==> src/rtl/alu_pkg.sv <==
// rtl/alu_pkg.sv - opcodes and FSM state encoding shared by the sequential ALU
package alu_pkg;

  localparam logic [2:0] OP_SUM  = 3'b000;
  localparam logic [2:0] OP_RES  = 3'b001;
  localparam logic [2:0] OP_PROD = 3'b010;
  localparam logic [2:0] OP_DIV  = 3'b011;
  localparam logic [2:0] OP_MOD  = 3'b100;

  typedef enum logic [1:0] {
    IDLE = 2'd0,
    EXEC = 2'd1,
    DONE = 2'd2
  } state_t;

endpackage

==> src/rtl/alu_seq_divmod.sv <==
// rtl/alu_seq_divmod.sv - iterative restoring divider, one quotient bit per clock
// done is asserted during the final iteration with the final quotient/remainder on the outputs.
module alu_seq_divmod
  import alu_pkg::*;
#(
  parameter int WIDTH = 8,
  parameter int CNT_W = $clog2(WIDTH)
) (
  input  logic             clk,
  input  logic             rst,
  input  logic             start,
  input  logic [WIDTH-1:0] dividend,
  input  logic [WIDTH-1:0] divisor,
  output logic             done,
  output logic [WIDTH-1:0] quotient,
  output logic [WIDTH-1:0] remainder
);

  logic             busy;
  logic [CNT_W-1:0] cnt;
  logic [WIDTH-1:0] q;
  logic [WIDTH-1:0] rem;
  logic [WIDTH-1:0] den;
  logic [WIDTH:0]   shifted;
  logic [WIDTH:0]   trial;
  logic             fits;
  logic [WIDTH-1:0] rem_next;
  logic [WIDTH-1:0] q_next;

  // q starts as the dividend and fills with quotient bits from the right as dividend bits leave
  always_comb begin
    shifted  = {rem, q[WIDTH-1]};
    trial    = shifted - {1'b0, den};
    fits     = shifted >= {1'b0, den};
    rem_next = fits ? trial[WIDTH-1:0] : shifted[WIDTH-1:0];
    q_next   = {q[WIDTH-2:0], fits};
  end

  assign done      = busy && (cnt == CNT_W'(WIDTH - 1));
  assign quotient  = q_next;
  assign remainder = rem_next;

  always_ff @(posedge clk) begin
    if (rst) begin
      busy <= 1'b0;
      cnt  <= '0;
      q    <= '0;
      rem  <= '0;
      den  <= '0;
    end else if (start) begin
      busy <= 1'b1;
      cnt  <= '0;
      q    <= dividend;
      rem  <= '0;
      den  <= divisor;
    end else if (busy) begin
      q   <= q_next;
      rem <= rem_next;
      cnt <= cnt + CNT_W'(1);
      if (done) busy <= 1'b0;
    end
  end

endmodule

==> src/rtl/alu_seq.sv <==
// rtl/alu_seq.sv - multi-cycle unsigned ALU with valid/ready handshake and status flags
module alu_seq
  import alu_pkg::*;
#(
  parameter int WIDTH = 8,
  parameter int CNT_W = $clog2(WIDTH)
) (
  input  logic             clk_i,
  input  logic             rst_i,
  input  logic             valid_i,
  output logic             ready_o,
  input  logic [2:0]       ctrl_i,
  input  logic [WIDTH-1:0] data0_i,
  input  logic [WIDTH-1:0] data1_i,
  output logic             valid_o,
  input  logic             ready_i,
  output logic [WIDTH-1:0] result_o,
  output logic             carry_o,
  output logic             ovf_o,
  output logic             zero_o,
  output logic             div0_o,
  output logic             err_o
);

  localparam int PW = 2 * WIDTH;

  state_t           state, state_next;
  logic [2:0]       op;
  logic [WIDTH-1:0] a, b;
  logic [CNT_W-1:0] cnt;
  logic [PW-1:0]    acc, acc_next, partial;
  logic [WIDTH:0]   sum, diff;
  logic [WIDTH-1:0] res_c, quot, rem;
  logic             carry_c, ovf_c, div0_c, err_c;
  logic             div_start, div_done, last_bit;

  assign ready_o   = (state == IDLE);
  assign valid_o   = (state == DONE);
  assign last_bit  = (cnt == CNT_W'(WIDTH - 1));
  assign div_start = ready_o && valid_i && (ctrl_i == OP_DIV || ctrl_i == OP_MOD)
                     && (data1_i != '0);

  alu_seq_divmod #(.WIDTH(WIDTH), .CNT_W(CNT_W)) u_divmod (
    .clk       (clk_i),
    .rst       (rst_i),
    .start     (div_start),
    .dividend  (data0_i),
    .divisor   (data1_i),
    .done      (div_done),
    .quotient  (quot),
    .remainder (rem)
  );

  always_comb begin
    sum      = {1'b0, a} + {1'b0, b};
    diff     = {1'b0, a} - {1'b0, b};
    partial  = b[cnt] ? (PW'(a) << cnt) : '0;
    acc_next = acc + partial;
    res_c    = '0;
    carry_c  = 1'b0;
    ovf_c    = 1'b0;
    div0_c   = 1'b0;
    err_c    = 1'b0;
    case (op)
      OP_SUM:  begin res_c = sum[WIDTH-1:0];  carry_c = sum[WIDTH];  end
      OP_RES:  begin res_c = diff[WIDTH-1:0]; carry_c = diff[WIDTH]; end
      OP_PROD: begin res_c = acc_next[WIDTH-1:0]; ovf_c = |acc_next[PW-1:WIDTH]; end
      OP_DIV:  begin
        div0_c = (b == '0);
        res_c  = div0_c ? '1 : quot;
      end
      OP_MOD:  begin
        div0_c = (b == '0);
        res_c  = div0_c ? a : rem;
      end
      default: err_c = 1'b1;
    endcase
  end

  always_comb begin
    state_next = state;
    case (state)
      IDLE: if (valid_i) state_next = EXEC;
      EXEC: begin
        case (op)
          OP_PROD:        if (last_bit) state_next = DONE;
          OP_DIV, OP_MOD: if (b == '0 || div_done) state_next = DONE;
          default:        state_next = DONE;
        endcase
      end
      DONE: if (ready_i) state_next = IDLE;
      default: state_next = IDLE;
    endcase
  end

  always_ff @(posedge clk_i) begin
    if (rst_i) state <= IDLE;
    else       state <= state_next;
  end

  // Result and flags are only written on entry to DONE and cleared on leaving it
  always_ff @(posedge clk_i) begin
    if (rst_i) begin
      op       <= '0;
      a        <= '0;
      b        <= '0;
      cnt      <= '0;
      acc      <= '0;
      result_o <= '0;
      carry_o  <= 1'b0;
      ovf_o    <= 1'b0;
      zero_o   <= 1'b0;
      div0_o   <= 1'b0;
      err_o    <= 1'b0;
    end else begin
      case (state)
        IDLE: if (valid_i) begin
          op  <= ctrl_i;
          a   <= data0_i;
          b   <= data1_i;
          cnt <= '0;
          acc <= '0;
        end
        EXEC: begin
          cnt <= cnt + CNT_W'(1);
          acc <= acc_next;
          if (state_next == DONE) begin
            result_o <= res_c;
            carry_o  <= carry_c;
            ovf_o    <= ovf_c;
            zero_o   <= (res_c == '0);
            div0_o   <= div0_c;
            err_o    <= err_c;
          end
        end
        DONE: if (ready_i) begin
          result_o <= '0;
          carry_o  <= 1'b0;
          ovf_o    <= 1'b0;
          zero_o   <= 1'b0;
          div0_o   <= 1'b0;
          err_o    <= 1'b0;
        end
        default: ;
      endcase
    end
  end

endmodule
==> config.mk <==
export PLATFORM = sky130hd
export DESIGN_NAME = alu_seq
export DESIGN_NICKNAME = d
export VERILOG_FILES = /design/src/rtl/alu_pkg.sv /design/src/rtl/alu_seq_divmod.sv /design/src/rtl/alu_seq.sv
export SDC_FILE = /design/constraint.sdc
export NUM_CORES = 1
export LEC_CHECK = 0
export CORE_UTILIZATION = 47
export DETAILED_ROUTE_END_ITERATION = 12
export PLACE_DENSITY = 0.66
export SLEW_MARGIN = 20
export SYNTH_ARGS = -nofsm -noshare
export SYNTH_HDL_FRONTEND = slang
export SYNTH_SLANG_ARGS = --single-unit
==> constraint.sdc <==
create_clock -name clk_i -period 5.61 [get_ports clk_i]
set_input_delay 0.561 -clock clk_i [delete_from_list [all_inputs] [get_ports clk_i]]
set_output_delay 0.561 -clock clk_i [all_outputs]
set_load 0.01 [all_outputs]
# Yosys cells after proc, flatten, opt, wreduce, memory -nomap -nowiden
# Index checks and enable logic that the tools add are counted.
[totals] register_bits=81
[op_classes] mux=40 n_eq_ne=14 magnitude_cmp=2 reduce_logical=21 n_addsub=6 n_shift=1
[ops] operator="8-bit two-way mux" n=7
[ops] operator="8-bit one-hot mux with 5 select lines" n=1
[ops] operator="16-bit two-way mux" n=2
[ops] operator="16-bit one-hot mux with 2 select lines" n=1
[ops] operator="16-bit adder" n=1
[ops] operator="8-bit logical NOT" n=2
[ops] operator="8-bit one-hot mux with 2 select lines" n=1
[ops] operator="8-bit by 3-bit left shift with 16-bit output" n=1
[ops] operator="1-bit two-way mux" n=13
[ops] operator="3-bit equality test, second input constant" n=4
[ops] operator="1-bit one-hot mux with 2 select lines" n=6
[ops] operator="8-bit by 8-bit adder with 9-bit output" n=1
[ops] operator="3-bit by 2-bit equality test with 1-bit output, second input constant" n=3
[ops] operator="9-bit by 8-bit >= comparator with 1-bit output" n=1
[ops] operator="8-bit by 8-bit subtractor with 9-bit output" n=1
[ops] operator="2-bit two-way mux" n=4
[ops] operator="8-bit nonzero test" n=1
[ops] operator="8-bit OR reduction" n=1
[ops] operator="8-bit subtractor" n=1
[ops] operator="3-bit by 1-bit adder with 3-bit output, second input constant" n=2
[ops] operator="2-bit one-hot mux with 3 select lines" n=1
[ops] operator="3-bit one-hot mux with 2 select lines" n=1
[ops] operator="2-bit nonzero test" n=3
[ops] operator="5-bit OR reduction" n=1
[ops] operator="other kinds (16)" n=24

# Logic depth before layout (Yosys ltp)
# Gate-level depths: netlist of run 1.
[depth] ltp_word=9 depth_mapped=17 depth_no_buf=15

# By module
# From an unflattened synthesis of run 1, not the netlist that was laid out.
[unflattened] cells_unflattened=759 hier_area_um2=5962.0
[modules_own_cells] module="alu_seq" cells_per_inst=564 n_inst=1 area_per_inst_um2=4266.6
[modules_own_cells] module="alu_seq_divmod" cells_per_inst=195 n_inst=1 area_per_inst_um2=1695.4

# Worst setup path after synthesis of run 1
# OpenSTA, ideal clock, no wires.
[synth_timing] kind="register -> register" start="register cnt[0]" end="register ovf_o" t_required_ns=5.473 arrival_ns=3.487 path_stages_with_launch=16 path_slack_ns=1.986 setup_time_ns=0.137 path_cell_list="dfxtp_1 clkbuf_1 mux4_2 nand2_1 and2_1 clkbuf_1 a21oi_1 ha_1 nand3_1 o211a_1 o21ai_0 nand2_1 a31oi_1 xor2_1 a2111oi_0 a311oi_1"
[synth_via] elab_chain_len=8 word_cells_on_any_way=16 classes_between="add/sub: 1; eq/ne: 3; shift: 1; mux: 9; reduce/logical: 2"
[synth_rtl] item="start: declaration" line_no="alu_seq.sv:30" text="logic [CNT_W-1:0] cnt;"
[synth_rtl] item="start signal: assignment" line_no="alu_seq.sv:125" text="cnt <= cnt + CNT_W'(1);"
[synth_rtl] item="1-bit binary-select mux with 3-bit select" line_no="alu_seq.sv:57" text="partial = b[cnt] ? (PW'(a) << cnt) : '0;"
[synth_rtl] item="1-bit two-way mux (not written as such)" line_no="alu_seq.sv:57"
[synth_rtl] item="16-bit two-way mux" line_no="alu_seq.sv:57"
[synth_rtl] item="16-bit adder" line_no="alu_seq.sv:58" text="acc_next = acc + partial;"
[synth_rtl] item="8-bit OR reduction" line_no="alu_seq.sv:67" text="OP_PROD: begin res_c = acc_next[WIDTH-1:0]; ovf_c = |acc_next[PW-1:WIDTH]; end"
[synth_rtl] item="1-bit two-way mux" line_no="alu_seq.sv:64" text="case (op)"
[synth_rtl] item="1-bit two-way mux" line_no="alu_seq.sv:127" text="if (state_next == DONE) begin"
[synth_rtl] item="1-bit one-hot mux with 2 select lines" line_no="alu_seq.sv:116" text="case (state)"
[synth_rtl] item="end signal: assignment" line_no="alu_seq.sv:130" text="ovf_o <= ovf_c;"
[synth_rtl] item="end: declaration" line_no="alu_seq.sv:19" text="output logic ovf_o,"
# Parallel ways exist; a longest one is shown, timed or not. The select of a mux whose other input is x is not followed.
# A chain may end at the register's enable or synchronous reset.

# Final worst setup path of run 1
# Ends and elaborated chain as after synthesis.

==> results of run 1 <==
flip-flops by register name (all words and copies together), names as in the netlist, 3 cells and up:
name          flops
u_divmod.den      8
a                 8
op                3
cnt               3
u_divmod.q        8
u_divmod.rem      8
acc              16
b                 8
result_o          8
u_divmod.cnt      3
power groups by stage:
stage	clock (mW)	sequential, mW	combinational, mW
finish	0.607	0.691	0.682
CTS	0.615	0.690	0.672
floorplan	0	0.671	0.520
global route	0.641	0.698	0.749
detailed placement	0	0.703	0.669
global placement	0	0.701	0.657
metrics by stage:
stage | std cells | cell area, sq um
final | 891 | 6510
after global routing | 891 | 6510
after floorplan | 724 | 5790
after CTS | 891 | 6510
after global placement | 876 | 6210
after detailed placement | 876 | 6210
per-layer routing:
metal | vias up | track usage
li1 | 2608 | -
met1 | 2559 | 0.342
met2 | 180 | 0.394
met3 | 33 | 0.0637
met4 | 0 | 0.0886
met5 | - | 0
layout make-up:
type / count / area, sq um
fill: 1118 / 5500
clock buffer: 10 / 239
inverter: 37 / 139
sequential: 81 / 1620
multi-input combinational: 571 / 3880
tap: 147 / 184
timing repair buffer: 40 / 388
clock inverter: 5 / 63.8
worst min-delay path, delay by kind of cell, from the launching register on:
family	cells	cell delay [ns]
flops	1	0.31
simple gates	1	0.05
compound gates	1	0.05
final timing paths:
check              startpoint           to  slack, ns  cells past startpoint
setup / recovery       cnt[0]        ovf_o       1.47                     13
setup reg to reg       cnt[0]        ovf_o       1.47                     13
hold reg to reg   result_o[3]  result_o[3]       0.45                      2
hold / removal    result_o[3]  result_o[3]       0.45                      2
cell usage after synthesis (all sizes together), types with 4 or more instances:
library cell / n / area [sq um]
nor2b: 7 / 43.8
dfxtp: 81 / 1620
a221oi: 7 / 73.8
clkbuf: 27 / 101
buf: 8 / 51.3
a211oi: 11 / 87.6
a211o: 4 / 35.0
xor2: 8 / 70.1
o21a: 4 / 30.0
a21oi: 70 / 354
a22oi: 18 / 135
mux2: 7 / 82.6
xnor2: 16 / 140
nand2b: 14 / 87.6
nor3: 9 / 45.0
nand2: 88 / 335
mux2i: 35 / 350
a31oi: 8 / 50.1
inv: 37 / 139
and2: 4 / 25.0
nand3: 13 / 75.1
a21o: 8 / 60.1
nor2: 98 / 378
ha: 47 / 588
o21ai: 31 / 159
fa: 4 / 80.1
a32oi: 5 / 43.8
nor4: 5 / 31.3
cells by family (layout without fill, tap and decap cells):
family,count (synthesis),count (layout),share of synthesized area
AO/OA/AOI/OAI,195,195,0.228
buffers and inverters,72,92,0.0504
AND/OR/NAND/NOR,256,256,0.203
multiplexers,45,45,0.0865
adder cells (fa/ha/maj),51,51,0.115
flip-flops,81,81,0.280
XOR/XNOR,24,24,0.0363
==> metrics.yaml, run 1 <==
run_status:
  outcome: "complete, no violations"
synth:
  syn-cell-area_sq_um: 5790
  syn_avg_cell_area_sq_um: 7.99
  ys_warn_count: 0
  async_flop_share: 0
  syn-num-nets: 798
  synthCells: 724
  synth_edf_count: 0
  ys_seq_area_frac: 0.280
  synth_seq_cells: 81
  ys.flop_type: "dfxtp_1"
  synth_cell_types: 74
critical_path:
  worst-path-buf-inv: 0
  required_ns: 5.81
  arrival_ns: 4.34
  path_delay_family: "compound AO/OA/AOI/OAI gates"
  start_kind: "flop"
  cpMaxStageDelayCell: "dfxtp_1"
  crit_chain: "mux4_2 -> nand2_1 -> nor4_1 -> ha_1 -> fa_1 -> a21oi_1 -> o211ai_1 -> a31oi_1 -> nand2b_1 -> a21oi_1 -> xnor2_1 -> a2111oi_0 -> a311oi_1"
  criticalPathCategory: "reg -> reg"
  critPathMaxFanout: 20
  max_stage_delay_ns: 0.80
  critPathMostFrequentCell: "a21oi_1"
  end_kind: "flop"
routing:
  met3_length_microns: 991
  ant_nets: 0
  met1_length_microns: 7300
  top_layer_used: "met4"
  via_count: 5380
  met2_length_microns: 6870
  wl_microns: 15600
  first_pass_iters: 5
  vias_per_cell: 6.04
  post_drt_wl_per_cell_microns: 17.5
  drt-initial-drc-count: 553
  drc: 0
layout:
  fin_util: 0.542
  final_cell_mix: "nor2_1, nand2_1, dfxtp_1, a21oi_1, ha_1"
  finalNetCount: 814
  final_common_cell: "nor2_1"
  diodes: 0
  drive_gt1_frac: 0.0645
  areaGrowthSynthToFinish_pct: 12.5
power:
  p_switching_mw: 0.730
  power.leakage_nw: 2.56
  finalPower_mw: 1.98
  clock_power_share: 0.307
  max-vdd-ir-drop_mv: 0.241
  p_comb_frac: 0.344
  seqPwrFrac: 0.349
  p_per_area_nw_per_um2: 304
  switching_share: 0.369
  cell_internal_pwr_mw: 1.25
clock_network:
  cts_resized: 0
  postCtsSetupRepairBufs: 0
  clkLatencyLatePin_ns: 0.35
  cts_hold_buf: 0
  cts_tree: "done"
  numCtsBuffers: 9
  htree_levels: 3
  clockBufferDepth: 2
  clk_pin_slew_worst_paths_ns: 0.07
  cts_root_buf: "clkbuf_16"
  cts.sinks: 81
placement:
  gp_routability_congestion: 0.915
  hpwl_microns: 11800
  io_buffers: 37
  dp_worst_setup_slack_ns: 1.61
global_route:
  antenna_found_initial: 0
  grt-ovfl-total: 0
  track_usage: 0.253
  grt_max_degree: 73
  grt_pass1_wl_microns: 25400
  grt_pass1_vias: 5051
floorplan:
  io_pins: 38
  coreArea_sq_um: 12000
  die_height_microns: 113
  start_util: 0.482
  die_area_sq_um: 12800
  die_w_microns: 113
  rows: 40
sta:
  clock.fmax_mhz: 242
  worst_pin_slew_ns: 0.968
  hold_viol_final: 0
  hold_ws_ns: 0.455
  finalSetupTns_ns: 0
  fin_crit_ns: 4.14
  rsz0062_at_grt: "false"
  fin_crit_sh: 0.738
  finalWorstSetupSlack_ns: 1.47
  setup_viol: 0
  finClkSkew_ns: 0.0111
  relSlewSlack: 0.355
  slew_violations: 0
hold_path:
  hp-class: "reg -> reg"
job:
  cap_violations: 0
(Power assumes the default switching activity.)
==> run 2: changes to the inputs <==
==> constraint.sdc (replaced) <==
create_clock -name clk_i -period 4.12 [get_ports clk_i]
set_input_delay 0.412 -clock clk_i [delete_from_list [all_inputs] [get_ports clk_i]]
set_output_delay 0.412 -clock clk_i [all_outputs]
set_load 0.01 [all_outputs]
==> run 2 against run 1 <==
  * Worst setup slack got worse by 1.2 ns
  * First-iteration DRC count increased by 1.8%
  * Sequential cell count stayed put
  * Register-to-register slack worse by 1.2 ns
  * Via count decreased by 1.7%
  * Clock power is 54% higher
  * Design area is 1.3% higher
  * Non-clock buffer count up 6
  * Sequential share of layout area is 0.31 points lower
  * Critical path type unchanged
  * Critical endpoint unchanged
==> metrics.yaml, run 2 (same netlist as run 1, synthesis figures left out) <==
floorplan:
  die_height_microns: 113
  io_pins: 38
  coreArea_sq_um: 12000
  rows: 40
  die_area_sq_um: 12800
  start_util: 0.482
  die_w_microns: 113
layout:
  finalNetCount: 820
  diodes: 0
  drive_gt1_frac: 0.0706
  largest_register_ffs: 16
  areaGrowthSynthToFinish_pct: 14.0
  final_common_cell: "nor2_1"
  fillCellCount: 1128
  finalInstanceArea_sq_um: 6600
  stdcell_count: 898
  final_cell_mix: "nor2_1, nand2_1, dfxtp_1, a21oi_1, ha_1"
  top_register: "acc"
placement:
  io_buffers: 37
  hpwl_microns: 12100
  gp_routability_congestion: 0.913
  dp.cells: 882
  place_area_sq_um: 6250
clock_network:
  cts_root_buf: "clkbuf_16"
  cts_hold_buf: 0
  numCtsBuffers: 9
  cts_resized: 0
  clk_pin_slew_worst_paths_ns: 0.06
  postCtsSetupRepairBufs: 0
  clockBufferDepth: 2
  clkLatencyLatePin_ns: 0.35
  cts.sinks: 81
  htree_levels: 3
  cts_tree: "done"
power:
  power.leakage_nw: 2.61
  p_per_area_nw_per_um2: 424
  max-vdd-ir-drop_mv: 0.311
critical_path:
  critPathMostFrequentCell: "nand2_1"
  start_kind: "flop"
  crit_chain: "mux4_2 -> nand2_1 -> and2_1 -> a21oi_1 -> ha_1 -> nand3_1 -> o211a_1 -> o21ai_0 -> nand2_1 -> a31oi_1 -> xor2_1 -> a2111oi_0 -> a311oi_1"
  arrival_ns: 4.03
  criticalPathCategory: "reg -> reg"
  max_stage_delay_ns: 0.54
  required_ns: 4.32
  critPathMaxFanout: 7
  end_kind: "flop"
  cpMaxStageDelayCell: "mux4_2"
routing:
  drt-initial-drc-count: 563
  wl_microns: 15600
  ant_nets: 0
  drc: 0
  post_drt_wl_per_cell_microns: 17.4
  via_count: 5289
  first_pass_iters: 5
  vias_per_cell: 5.89
global_route:
  track_usage: 0.257
  grt_pass1_wl_microns: 25200
  antenna_found_initial: 0
  grt-ovfl-total: 0
  grt_pass1_vias: 4819
  grt_max_degree: 42
sta:
  relSlewSlack: 0.372
  setup_viol: 0
  hold_ws_ns: 0.448
  fin_crit_ns: 3.83
  rsz0062_at_grt: "false"
  slew_violations: 0
  worst_pin_slew_ns: 0.941
  finalSetupTns_ns: 0
  fin_crit_sh: 0.929
  hold_viol_final: 0
  finClkSkew_ns: 0.00751
  clock.fmax_mhz: 261
job:
  cap_violations: 0
run_status:
  outcome: "complete, no violations"
hold_path:
  hp-class: "reg -> reg"
==> run 2: cell count changes in the layout (fill, tap and decap cells not counted), sizes merged <==
cell	change
bufinv	+2
buf	+6
clkinvlp	-1
==> run 2: worst paths after layout <==
| kind | slack [ns] | endpoint | start | cells after the start |
|---|---|---|---|---|
| max | 0.29 | ovf_o | cnt[0] | 13 |
| max reg2reg | 0.29 | ovf_o | cnt[0] | 13 |
| min reg2reg | 0.45 | result_o[0] | result_o[0] | 2 |
| min | 0.45 | result_o[0] | result_o[0] | 2 |
==> run 2: power by group <==
part | internal, mW | switching, mW | leakage (nW)
Sequential | 0.844 | 0.0867 | 0.658
Clock | 0.596 | 0.337 | 0.169
Combinational | 0.380 | 0.555 | 1.79
Total | 1.82 | 0.978 | 2.61
==> run 2: layout make-up <==
class	count	area, sq um	area share
clock inverter	6	115	0.0175
multi-input combinational	571	3870	0.587
tap	147	184	0.0279
sequential	81	1620	0.246
inverter	37	139	0.0211
clock buffer	10	229	0.0347
timing repair buffer	46	433	0.0656
==> run 2: critical path: cells and delay by family, from the launching register on <==
family	cells	cell delay [ns]
AOI/OAI and AO/OA	6	1.50
xor gates and xnor gates	1	0.12
adders and majority gates	1	0.37
DFF	1	0.46
muxes	1	0.54
and+or+nand+nor	4	0.68
==> run 2: per-stage QoR <==
stage	worst slack [ns]	power, mW	util
after floorplan	0.496	1.62	-
after global placement	0.507	1.86	0.520
after detailed placement	0.395	1.87	0.520
after CTS	0.365	2.81	0.549
after global routing	0.0892	2.95	0.549
final	0.295	2.80	0.549
==> run 2: routing by layer <==
metal,part of all wire,wire (microns),vias up,GRT usage
li1,-,-,2621,-
met1,0.48,7470,2488,0.358
met2,0.44,6920,158,0.392
met3,0.056,881,22,0.0493
met4,0.023,361,0,0.0991
met5,0,0,-,0
